<file path="src/rtl/beat_pkg.sv">
// rtl/beat_pkg.sv - shared beat codes, score entry fields, sequencer states and duration decode
package beat_pkg;

    localparam logic [3:0] BEAT_WHOLE   = 4'd1;
    localparam logic [3:0] BEAT_HALF    = 4'd2;
    localparam logic [3:0] BEAT_QUARTER = 4'd3;
    localparam logic [3:0] BEAT_8TH     = 4'd4;
    localparam logic [3:0] BEAT_16TH    = 4'd5;

    localparam int PITCH_MSB = 11;
    localparam int PITCH_LSB = 4;
    localparam int BEAT_MSB  = 3;
    localparam int BEAT_LSB  = 0;

    typedef enum logic [2:0] {
        ST_IDLE,
        ST_FETCH,
        ST_LOAD,
        ST_PLAY,
        ST_GAP,
        ST_END
    } state_t;

    // A zero duration doubles as the end-of-score marker.
    function automatic logic [27:0] beat_to_cnt(input logic [3:0] beat, input logic [27:0] whole);
        logic [27:0] r;
        r = '0;
        case (beat)
            BEAT_WHOLE:   r = whole;
            BEAT_HALF:    r = whole >> 1;
            BEAT_QUARTER: r = whole >> 2;
            BEAT_8TH:     r = whole >> 3;
            BEAT_16TH:    r = whole >> 4;
            default:      r = '0;
        endcase
        return r;
    endfunction

endpackage

</file>
<file path="src/rtl/beat_down_counter.sv">
// rtl/beat_down_counter.sv - loadable down counter with zero flag, shared by note and gap timing
module beat_down_counter #(
    parameter int W = 28
) (
    input  logic         clk,
    input  logic         rst_n,
    input  logic         load,
    input  logic [W-1:0] load_val,
    input  logic         en,
    output logic         zero
);

    logic [W-1:0] count;

    always_ff @(posedge clk or negedge rst_n) begin
        if (!rst_n) begin
            count <= '0;
        end else if (load) begin
            count <= load_val;
        end else if (en && count != '0) begin
            count <= count - 1'b1;
        end
    end

    assign zero = (count == '0);

endmodule

</file>
<file path="src/rtl/score_sequencer.sv">
// rtl/score_sequencer.sv - walks the score ROM and turns beat codes into timed pitch/mute intervals
module score_sequencer
    import beat_pkg::*;
#(
    parameter int unsigned WHOLE_CNT = 50_000_000,
    parameter int unsigned GAP_CNT   = 500_000,
    parameter int          ADDR_W    = 8
) (
    input  logic              clk,
    input  logic              rst_n,
    input  logic              start,
    input  logic              stop,
    input  logic              loop_en,
    output logic [ADDR_W-1:0] rom_addr,
    input  logic [11:0]       rom_data,
    output logic [7:0]        pitch_code,
    output logic              tone_en,
    output logic              note_strobe,
    output logic              busy,
    output logic              done
);

    localparam logic [27:0] WHOLE_C = 28'(WHOLE_CNT);
    localparam logic [27:0] GAP_C   = 28'(GAP_CNT);

    state_t      state;
    logic [27:0] dur;
    logic        beat_ok;
    logic [7:0]  data_pitch;
    logic        cnt_load;
    logic        cnt_en;
    logic [27:0] cnt_val;
    logic        cnt_zero;

    assign dur        = beat_to_cnt(rom_data[BEAT_MSB:BEAT_LSB], WHOLE_C);
    assign beat_ok    = (dur != '0);
    assign data_pitch = rom_data[PITCH_MSB:PITCH_LSB];

    // The counter runs PLAY down to zero, is reloaded for the gap on that same edge, then runs GAP.
    always_comb begin
        cnt_load = 1'b0;
        cnt_en   = 1'b0;
        cnt_val  = GAP_C - 28'd1;
        if (!stop) begin
            if (state == ST_LOAD) begin
                cnt_load = beat_ok;
                cnt_val  = dur - GAP_C - 28'd1;
            end else if (state == ST_PLAY) begin
                cnt_load = cnt_zero;
                cnt_en   = 1'b1;
            end else if (state == ST_GAP) begin
                cnt_en   = 1'b1;
            end
        end
    end

    beat_down_counter #(.W(28)) u_counter (
        .clk      (clk),
        .rst_n    (rst_n),
        .load     (cnt_load),
        .load_val (cnt_val),
        .en       (cnt_en),
        .zero     (cnt_zero)
    );

    always_ff @(posedge clk or negedge rst_n) begin
        if (!rst_n) begin
            state       <= ST_IDLE;
            rom_addr    <= '0;
            pitch_code  <= '0;
            tone_en     <= 1'b0;
            note_strobe <= 1'b0;
            busy        <= 1'b0;
            done        <= 1'b0;
        end else begin
            note_strobe <= 1'b0;
            done        <= 1'b0;
            if (stop) begin
                state      <= ST_IDLE;
                pitch_code <= '0;
                tone_en    <= 1'b0;
                busy       <= 1'b0;
            end else begin
                case (state)
                    ST_IDLE: begin
                        if (start) begin
                            rom_addr <= '0;
                            busy     <= 1'b1;
                            state    <= ST_FETCH;
                        end
                    end
                    ST_FETCH: state <= ST_LOAD;
                    ST_LOAD: begin
                        if (beat_ok) begin
                            pitch_code  <= data_pitch;
                            tone_en     <= (data_pitch != '0);
                            note_strobe <= 1'b1;
                            state       <= ST_PLAY;
                        end else begin
                            state <= ST_END;
                        end
                    end
                    ST_PLAY: begin
                        if (cnt_zero) begin
                            tone_en <= 1'b0;
                            state   <= ST_GAP;
                        end
                    end
                    ST_GAP: begin
                        if (cnt_zero) begin
                            rom_addr <= rom_addr + 1'b1;
                            state    <= ST_FETCH;
                        end
                    end
                    ST_END: begin
                        if (loop_en) begin
                            rom_addr <= '0;
                            state    <= ST_FETCH;
                        end else begin
                            done       <= 1'b1;
                            pitch_code <= '0;
                            busy       <= 1'b0;
                            state      <= ST_IDLE;
                        end
                    end
                    default: begin
                        busy  <= 1'b0;
                        state <= ST_IDLE;
                    end
                endcase
            end
        end
    end

endmodule
</file>
<file path="config.mk">
export PLATFORM = sky130hd
export DESIGN_NAME = score_sequencer
export DESIGN_NICKNAME = d
export VERILOG_FILES = /design/src/rtl/beat_pkg.sv /design/src/rtl/beat_down_counter.sv /design/src/rtl/score_sequencer.sv
export SDC_FILE = /design/constraint.sdc
export NUM_CORES = 1
export LEC_CHECK = 0
export ABC_AREA = 0
export BUFFER_PORTS_ARGS = -buffer_cell sky130_fd_sc_hd__buf_2
export CAP_MARGIN = 10
export CORE_MARGIN = 2
export CORE_UTILIZATION = 45
export DETAILED_ROUTE_END_ITERATION = 7
export PLACE_DENSITY = 0.67
export SYNTH_ARGS = -nofsm -noshare
export SYNTH_HDL_FRONTEND = slang
export SYNTH_SLANG_ARGS = --single-unit
</file>
<file path="constraint.sdc">
create_clock -name clk -period 2.5 [get_ports clk]
set_clock_uncertainty 0.1 [all_clocks]
set_input_delay 0.125 -clock clk [delete_from_list [all_inputs] [get_ports clk]]
set_output_delay 0.125 -clock clk [all_outputs]
set_load 0.01 [all_outputs]
</file>
==> results of run 1 <==
how the worst max path moves through the flow:
stage	start	end	slack [ns]	depth (start not counted)
detailed placement	u_counter.count[17]	u_counter.count[15]	0.06	5
global route	u_counter.count[27]	u_counter.count[11]	-0.008	7
finish	u_counter.count[27]	u_counter.count[15]	0.04	5
global placement	u_counter.count[23]	u_counter.count[6]	0.08	7
CTS	u_counter.count[17]	u_counter.count[15]	0.03	5
floorplan	rom_data[2]	u_counter.count[16]	0.06	9
worst max-delay path, stage by stage, from the launching register on:
cell and delay [ns]:
dfrtp_1 0.41, or4_4 0.51, or4_4 0.59, o21a_4 0.32, nor3b_1 0.17, a211o_1 0.23
metrics by stage:
stage,instances,setup TNS (ns),cell area [um^2],hold slack (ns)
after floorplan,390,0,3290,-0.271
after global placement,551,0,3850,0.168
after detailed placement,551,0,3850,0.163
after CTS,569,0,4050,0.0475
after global routing,572,-0.0213,4100,0.0645
final,572,0,4100,0.0491
cell usage after synthesis, drive strengths merged, types with 3 or more instances:
library cell / instances
a211o: 3
a21oi: 31
a31oi: 8
a41oi: 3
and3: 6
buf: 6
clkbuf: 12
dfrtp: 51
ha: 3
inv: 19
nand2: 29
nand2b: 7
nand3: 20
nand3b: 4
nand4: 7
nor2: 50
nor2b: 4
nor3: 11
nor4: 12
o211ai: 4
o21a: 8
o21ai: 28
o22a: 9
o22ai: 5
or3: 3
or4: 4
xor2: 7
layer usage:
layer | vias up | track usage [%] | wire length (um)
met1 | 1545 | 31.8 | 4180
li1 | 1603 | - | -
met2 | 90 | 34.7 | 4020
met3 | 12 | 3.79 | 403
met5 | - | 0 | 0
met4 | 0 | 8.01 | 181
layout make-up:
cell class	instances	share of cell area, %
inverters	19	1.74
well taps	99	3.02
flip-flops and latches	51	31.2
clock inverters	2	0.397
clock buffers	6	2.02
repair buffers	93	16.2
multi-input cells	302	45.5
state kept, by name, indices dropped and copies added (netlist names):
name / flops
busy: 1
done: 1
note_strobe: 1
pitch_code: 8
rom_addr: 8
state: 3
tone_en: 1
u_counter.count: 28
repair_timing:
action                     4_1_cts  5_1_grt
hold endpoints to repair        42        0
setup endpoints to repair        0       24
hold buffers                    10        0
setup buffers                    0        3
resized for setup                0        5
kinds of logic (layout without fill, tap and decap cells):
group | Yosys count | in the layout | synth area share, %
AOI/OAI and AO/OA | 122 | 122 | 25.2
and+or+nand+nor | 166 | 166 | 26.6
buffers and inverters | 37 | 120 | 5.18
DFF | 51 | 51 | 38.8
xor gates and xnor gates | 9 | 9 | 2.40
adders and majority gates | 3 | 3 | 1.14
muxes | 2 | 2 | 0.609
where the power goes:
group	internal, mW	switching [mW]	leakage [nW]
registers	1.00	0.159	0.659
clock network	0.227	0.291	0.0474
logic	0.435	0.499	1.12
==> metrics.md, run 1 <==
| Metric | Value |
|---|---|
| Maximum clock rate | 407 MHz |
| Worst Setup Path Type | reg2reg |
| Crit end category | register |
| Register bit total from synthesis | 51 |
| Area grow syn2layout | 24.6% |
| Hold Path Class | in2reg |
| WHS Endpoint | busy |
| Fin util | 57.1% |
| Largest fanout on the critical path | 22 |
| Vias in the first global route | 2845 |
| R2r endpoint | u_counter.count[15] |
| Ant. Diodes | 0 |
| Gate Count Post-Synth | 390 |
| Avg WL per Cell | about 15 um |
| Setup crit start kind | register |
| Ys Warns | 0 |
| Worst Reg-to-Reg Cells | 5 |
| Worst skew pair latency | 0.32 ns |
| Avg Cell Area, Syn | 8.42 um^2 |
| RePlAce Congestion | between 0.9 and 1 |
| First-pass GRT wire length | between 10000 and 15000 um |
| Clock root cell | clkbuf_8 |
| Slew HR | 45.9% |
| Total grt overflow | 0 |
| PnR Total Power | 2.61 mW |
| Area taken by flip-flops and latches | 1280 um^2 |
| Die ar. | around 8000 um^2 |
| Pins Over Slew Limit | 0 |
| Unrepaired setup endpoints after global routing | true |
| # port buffers | 36 |
| DIE WIDTH | approximately 90 um |
| Share of the synthesized area in the top cell type | 38.8% |
| Maxcap violations | 0 |
| Arrival time worst endpoint | 2.55 ns |
| Antenna violations before repair | 0 |
| Starting Density | a little under half |
| Worst slew pin tran | 0.812 ns |
| Pwr/cell area | approximately 640 nW/um^2 |
| Area occupied by multi-input gates | 1860 um^2 |
| Critical Path RT | around 2.6 ns |
| DR iter-0 viols | 231 |
| Static leakage | between 1.5 and 2 nW |
| Clock Tree Buf Depth | 2 |
| Hold path cells | 2 |
| Final HPWL DP | 6410 um |
| Gr usage total | ~22% |
| Reg2Reg Setup Slack | 0.04 ns |
| HP Start | stop |
| Sequential area share after synthesis | roughly two fifths |
| Mapped cell area | 3290 um^2 |
| TritonCTS Buffers | 5 |
| Setup WS pre-CTS | between 0.06 and 0.07 ns |
| Share of layout cells above drive strength 1 | about a quarter |
| Largest net degree at the start of global routing | 36 |
| Commonest non-fill, non-tap cell in the layout | dfrtp_1 |
| Die height | 89.5 um |
| Max H-tree Level | 2 |
| Dominant cell type by area after synthesis | dfrtp_1 |
| Top FF cell, synth | dfrtp_1 |
| Tmin final | roughly 2.5 ns |
| Status | finished, final reports clean |
| Core Area | between 7000 and 8000 um^2 |
| Via count | 3250 |
| CTS tree | yes |
| Fill count | 631 |
| Site row count | 31 |
| Post-synth EDFFs | 0 |
| Tcrit/Tclk final | 98.3% |
| Synth area leaders | dfrtp_1 (39%), nor2_1 (5.5%), a21oi_1 (4.7%) |
| Routed WL | 8780 um |
| # nets final | 492 |
| Worst-path clk slew | 0.10 ns |
| DRC Markers | 0 |
| Async set or reset register ratio after synthesis | 100% |
| Post-DR vias/cell | roughly 5.7 |
| Netlist cell types | 69 |
| Most frequent cells in the layout | dfrtp_1 (51), nor2_1 (48), buf_4 (44) |
| Final worst slack | approximately 0.041 ns |
| I/O pins | 37 |
| Sink Count | 51 |
| Hold Fails Final Rpt | 0 |
| Final ANT Viol Nets | 0 |
| Endpoints failing setup | 0 |
| Syn Nets | 410 |
| Drt pass-1 iters | 5 |
| Max VDD drop | 0.259 mV |
| Worst r2r src | u_counter.count[27] |
Power figures use the tool's default switching activity.
==> run 2, diff against run 1 <==
==> constraint.sdc (replaced) <==
create_clock -name clk -period 2.04 [get_ports clk]
set_clock_uncertainty 0.1 [all_clocks]
set_input_delay 0.102 -clock clk [delete_from_list [all_inputs] [get_ports clk]]
set_output_delay 0.102 -clock clk [all_outputs]
set_load 0.01 [all_outputs]
==> metrics.md, run 2 (synthesis results as in run 1) <==
| Metric | Value |
|---|---|
| Worst Setup Path Type | reg2reg |
| Area taken by flip-flops and latches | 1280 um^2 (unchanged) |
| Tcrit/Tclk final | 122% (+23 points) |
| HP Start | stop |
| First-pass GRT wire length | 16400 um (+18%) |
| Combinational power share | 40.4% (+4.6 points) |
| Largest register FFs | 28 (unchanged) |
| Site row count | 31 (unchanged) |
| Hold Path Class | in2reg |
| DIE WIDTH | 89.5 um (unchanged) |
| Setup crit start kind | register |
| Fin util | 64.8% (+7.8 points) |
| Crit end category | register |
| Total grt overflow | 0 (unchanged) |
| Area occupied by multi-input gates | 2020 um^2 (+8.5%) |
| Maximum clock rate | 403 MHz (-0.86%) |
| Max H-tree Level | 2 (unchanged) |
| Starting Density | 45.8% (unchanged) |
| Clock Tree Buf Depth | 2 (unchanged) |
| Crit-path cells | or4_1 -> or4_4 -> nor2_4 -> o32ai_4 -> o21a_1 -> o22a_1 |
| Slew HR | 62.5% (+17 points) |
| CP startpoint | u_counter.count[26] |
| Sw Share | 35.1% (-1.3 points) |
| Fill count | 607 (-3.8%) |
| Sink Count | 51 (unchanged) |
| Largest net degree at the start of global routing | 31 (-14%) |
| Worst slew pin tran | 0.561 ns (-0.251 ns) |
| Pwr/cell area | 774 nW/um^2 (+22%) |
| # nets final | 541 (+10%) |
| Max VDD drop | 0.369 mV (+43%) |
| Gr usage total | 26.5% (+4.0 points) |
| Antenna violations before repair | 0 (unchanged) |
| Worst r2r src | u_counter.count[26] |
| Ant. Diodes | 0 (unchanged) |
| Routed WL | 9930 um (+13%) |
| Maxcap violations | 0 (unchanged) |
| Commonest non-fill, non-tap cell in the layout | buf_4 |
| P_sw | 1.26 mW (+33%) |
| Area grow syn2layout | 41.6% |
| Slowest cell delay on critical path | 0.59 ns (about the same) |
| Arrival time worst endpoint | 2.58 ns (+0.03 ns) |
| Via count | 3549 (+9.2%) |
| Hold Fails Final Rpt | 0 (unchanged) |
| Biggest regs | u_counter.count: 28 flops, pitch_code: 8 flops, rom_addr: 8 flops |
| Worst-path clk slew | 0.09 ns (about the same) |
| RePlAce Congestion | 0.880 (-3.7%) |
| Failing checks | negative setup slack |
| Core Area | 7180 um^2 (unchanged) |
| Share of layout cells above drive strength 1 | 34.1% (+10 points) |
| Most frequent cells in the layout | buf_4 (87), dfrtp_1 (51), nor2_1 (48) |
| Status | complete, but fails checks |
| Die height | 89.5 um (unchanged) |
| Unrepaired setup endpoints after global routing | true |
| Vias in the first global route | 3366 (+18%) |
| Pins Over Slew Limit | 0 (unchanged) |
| Avg WL per Cell | 16.0 um (+4.1%) |
| Most flops, register | u_counter.count |
| Endpoints failing setup | 40 (+40) |
| I/O pins | 37 (unchanged) |
| Die ar. | 8000 um^2 (unchanged) |
| Sequential Power Share | 38.9% (-5.5 points) |
| Post-DR vias/cell | 5.71 (+0.58%) |
| Tmin final | 2.48 ns (+0.0214 ns) |
| Clock root cell | clkbuf_8 |
| Largest fanout on the critical path | 8 (-64%) |
| Worst-case hold slack | 0.0900 ns (+0.0409 ns) |
| Static leakage | 2.14 nW (+17%) |
| Clock Power Share | 20.7% (+0.9 points) |
| Drt pass-1 iters | 5 (unchanged) |
| Critical Path RT | 2.14 ns (-0.46 ns) |
| Worst skew pair latency | 0.31 ns (about the same) |
| Cell Int Power | 2.34 mW (+41%) |
| CTS tree | yes |
| Slowest-stage cell, CP | or4_4 |
| Final worst slack | -0.440 ns (-0.481 ns) |
| DR iter-0 viols | 364 (+58%) |
| TritonCTS Buffers | 5 (unchanged) |
| Final HPWL DP | 6880 um (+7.3%) |
| # port buffers | 36 (unchanged) |
| Final ANT Viol Nets | 0 (unchanged) |
| DRC Markers | 0 (unchanged) |
[run 2: cell count changes in the layout (fill, tap and decap cells not counted), sizes merged]
cell      before  now
buf           83  131
bufinv         0    1
clkinvlp       1    0
o32ai          1    2
[run 2: worst paths after layout]
path	endpoint	slack, ns	cells after the start
worst max register to register	u_counter.count[19]	-0.44	6
min in group asynchronous	u_counter.count[2]	0.20	2
worst max-delay path	u_counter.count[19]	-0.44	6
worst min-delay path	tone_en	0.09	2
max in group asynchronous	u_counter.count[14]	1.10	3
worst min register to register	u_counter.count[13]	0.40	1
[run 2: metal layers]
layer  vias to the layer above  part of all wire (%)  global-route usage, %
li1                       1709                     -                      -
met5                         -                     0                      0
met4                         0                   2.3                   9.09
met1                      1686                    44                   34.8
met2                       131                    49                   44.8
met3                        23                   4.6                   3.69
[run 2: cell type report]
| cell class | count | area share, % |
|---|---|---|
| repair buffers | 141 | 22.4 |
| clock buffers | 6 | 1.78 |
| clock inverters | 2 | 0.753 |
| flip-flops and latches | 51 | 27.4 |
| multi-input cells | 303 | 43.5 |
| inverters | 19 | 1.53 |
| well taps | 99 | 2.66 |
[run 2: critical path, delay by kind of cell, from the launching register on]
family / cells / cell delay [ns]
AO/OA/AOI/OAI: 3 / 0.55
flip-flops: 1 / 0.40
AND/OR/NAND/NOR: 3 / 1.33
[run 2: through the flow]
| step | TNS [ns] | instances | setup WS [ns] | instance area [um^2] | power, mW |
|---|---|---|---|---|---|
| 5_1_grt | -17.48 | 621 | -0.503 | 4650 | 3.82 |
| 2_1_floorplan | -7.66 | 390 | -0.284 | 3400 | 2.11 |
| 4_1_cts | -12.62 | 618 | -0.384 | 4590 | 3.56 |
| 3_5_place_dp | -12.27 | 596 | -0.406 | 4290 | 2.77 |
| 6_report | -14.55 | 621 | -0.440 | 4650 | 3.60 |
| 3_3_place_gp | -10.66 | 596 | -0.359 | 4290 | 2.74 |
[run 2: timing repair]
action                                  4_1_cts  5_1_grt
endpoints found under the setup margin       40       40
gates resized for setup                      10       10
buffers inserted                              3        4
endpoints found under the hold margin        30        0
cloned                                        1        0
pin swaps                                     7        6
hold buffers                                 10        0
[run 2: power groups by stage]
| stage | Combinational (mW) | Clock (mW) | Sequential [mW] |
|---|---|---|---|
| global placement | 1.34 | 0 | 1.41 |
| detailed placement | 1.36 | 0 | 1.41 |
| finish | 1.45 | 0.746 | 1.40 |
| CTS | 1.41 | 0.755 | 1.40 |
| floorplan | 0.648 | 0 | 1.46 |
| global route | 1.60 | 0.790 | 1.43 |
==> run 3, diff against run 2 <==
--- a/config.mk
+++ b/config.mk
@@ -8,10 +8,12 @@
 export ABC_AREA = 0
 export BUFFER_PORTS_ARGS = -buffer_cell sky130_fd_sc_hd__buf_2
 export CAP_MARGIN = 10
+export CELL_PAD_IN_SITES_DETAIL_PLACEMENT = 2
+export CELL_PAD_IN_SITES_GLOBAL_PLACEMENT = 2
 export CORE_MARGIN = 2
-export CORE_UTILIZATION = 45
+export CORE_UTILIZATION = 32
 export DETAILED_ROUTE_END_ITERATION = 7
-export PLACE_DENSITY = 0.67
+export PLACE_DENSITY = 0.77
 export SYNTH_ARGS = -nofsm -noshare
 export SYNTH_HDL_FRONTEND = slang
 export SYNTH_SLANG_ARGS = --single-unit
==> metrics.md, run 3 (synthesis results as in run 1) <==
| Metric | Value |
|---|---|
| Hold Fails Final Rpt | 0 (unchanged) |
| Largest net degree at the start of global routing | 28 (-9.7%) |
| Failing checks | negative setup slack |
| Via count | 4297 (+21%) |
| Final worst slack | -0.653 ns (-0.213 ns) |
| Final ANT Viol Nets | 0 (unchanged) |
| Tcrit/Tclk final | 132% (+10 points) |
| Unrepaired setup endpoints after global routing | true |
| CTS tree | yes |
| Static leakage | 2.28 nW (+6.6%) |
| Setup crit start kind | register |
| Area occupied by multi-input gates | 2170 um^2 (+7.4%) |
| Fin util | 51.4% (-13 points) |
| Pwr/cell area | 827 nW/um^2 (+6.8%) |
| Die ar. | 11100 um^2 (+39%) |
| # nets final | 563 (+4.1%) |
| Hold Path Class | in2reg |
| DR iter-0 viols | 364 (unchanged) |
| Setup WS pre-CTS | -0.459 ns (-0.0529 ns) |
| Clock root cell | clkbuf_8 |
| Final HPWL DP | 10200 um (+48%) |
| Die height | 105 um (+18%) |
| Worst slew pin tran | 0.655 ns (+0.0935 ns) |
| Slew HR | 56.4% (-6.1 points) |
| Max H-tree Level | 2 (unchanged) |
| M3 GR Usage | 4.70% (+1.0 points) |
| Most frequent cells in the layout | buf_4 (95), dfrtp_1 (51), nor2_1 (46) |
| Final instance area | 5070 um^2 (+8.9%) |
| Status | complete, but fails checks |
| Endpoints failing setup | 40 (unchanged) |
| Worst-path clk slew | 0.12 ns (+0.03 ns) |
| Placed Instance Area | 4420 um^2 (+3.2%) |
| Post-DR vias/cell | 6.35 (+11%) |
| Biggest regs | u_counter.count: 28 flops, pitch_code: 8 flops, rom_addr: 8 flops |
| TritonCTS Buffers | 5 (unchanged) |
| Critical Path RT | 2.23 ns (+0.09 ns) |
| Routed WL | 20600 um (+110%) |
| Sink Count | 51 (unchanged) |
| Clock Tree Buf Depth | 2 (unchanged) |
| Crit end category | register |
| Drt pass-1 iters | 5 (unchanged) |
| DRC Markers | 0 (unchanged) |
| Maxcap violations | 0 (unchanged) |
| Hold path cells | 2 (unchanged) |
| Area grow syn2layout | 54.2% |
| Avg WL per Cell | 30.4 um (+90%) |
| Maximum clock rate | 371 MHz (-7.9%) |
| Worst-case hold slack | 0.109 ns (+0.0191 ns) |
| Dpl cells | 639 (+7.2%) |
| Core Area | 9860 um^2 (+37%) |
| Worst Reg-to-Reg Cells | 7 (+1) |
| DIE WIDTH | 105 um (+18%) |
| Antenna violations before repair | 0 (unchanged) |
| Vias in the first global route | 4580 (+36%) |
| Reg2Reg Setup Slack | -0.65 ns (-0.21 ns) |
| Total grt overflow | 0 (unchanged) |
| Largest register FFs | 28 (unchanged) |
| Max VDD drop | 0.409 mV (+11%) |
| RePlAce Congestion | 0.858 (-2.4%) |
| Pins Over Slew Limit | 0 (unchanged) |
| Most flops, register | u_counter.count |
| # port buffers | 36 (unchanged) |
| Gr usage total | 31.0% (+4.5 points) |
| Fin cells | 677 (+9.0%) |
| Gr busiest metal | met2 |
| Area taken by flip-flops and latches | 1280 um^2 (unchanged) |
| Starting Density | 33.3% (-12 points) |
| First-pass GRT wire length | 26500 um (+62%) |
| Met1 global-route usage | 34.5% (-0.27 points) |
| Tmin final | 2.69 ns (+0.213 ns) |
| Met2 GRT Util | 57.6% (+13 points) |
| I/O pins | 37 (unchanged) |
| Ant. Diodes | 0 (unchanged) |
| Worst skew pair latency | 0.35 ns (+0.04 ns) |
| Largest fanout on the critical path | 5 (-3) |
| Worst Setup Path Type | reg2reg |
| Fill count | 1013 (+67%) |
| Site row count | 36 (+16%) |
| Share of layout cells above drive strength 1 | 41.9% (+7.8 points) |
| Commonest non-fill, non-tap cell in the layout | buf_4 |
| Arrival time worst endpoint | 2.89 ns (+0.31 ns) |
## run 3: layer usage
layer | vias up | share of wire [%]
li1 | 1756 | -
met5 | - | 0
met2 | 233 | 51
met4 | 0 | 5.9
met3 | 95 | 5.4
met1 | 2213 | 38
## run 3: critical path: stages, from the launching register on
cell and delay, ns:
dfrtp_1 0.42, or4_4 0.56, or4_4 0.56, buf_4 0.19, o21a_4 0.26, buf_6 0.13, a41oi_2 0.22, o22a_1 0.19
## run 3: cell type report
| type | count | share of cell area (%) |
|---|---|---|
| Multi-Input combinational cell | 304 | 42.9 |
| Inverter | 19 | 1.41 |
| Tap cell | 133 | 3.28 |
| Clock buffer | 8 | 1.98 |
| Sequential cell | 51 | 25.2 |
| Timing Repair Buffer | 162 | 25.3 |
## run 3: power breakdown
group	internal [mW]	leakage [nW]	total (mW)	switching, mW
Sequential	1.23	0.659	1.45	0.221
Clock	0.312	0.0515	0.728	0.416
Combinational	0.868	1.57	2.02	1.15
## run 3: what timing repair did
item / in CTS / in global routing
hold buffers: 10 / 0
hold endpoints to repair: 33 / 0
buffers inserted: 9 / 10
cloned: 1 / 2
pin swaps: 17 / 18
endpoints found under the setup margin: 40 / 42
gates resized for setup: 35 / 33
## run 3: final timing paths
path                                startpoint                  end
min in group asynchronous                rst_n        pitch_code[6]
hold / removal                            stop                 busy
setup / recovery           u_counter.count[20]  u_counter.count[19]
max in group asynchronous                rst_n          rom_addr[6]
setup reg to reg           u_counter.count[20]  u_counter.count[19]
hold reg to reg            u_counter.count[13]  u_counter.count[13]
## run 3: through the flow
| stage | total power [mW] | TNS, ns |
|---|---|---|
| global route | 4.31 | -21.19 |
| global placement | 2.85 | -11.04 |
| finish | 4.19 | -19.97 |
| detailed placement | 2.97 | -14.76 |
| CTS | 3.80 | -14.71 |
| floorplan | 2.11 | -7.66 |
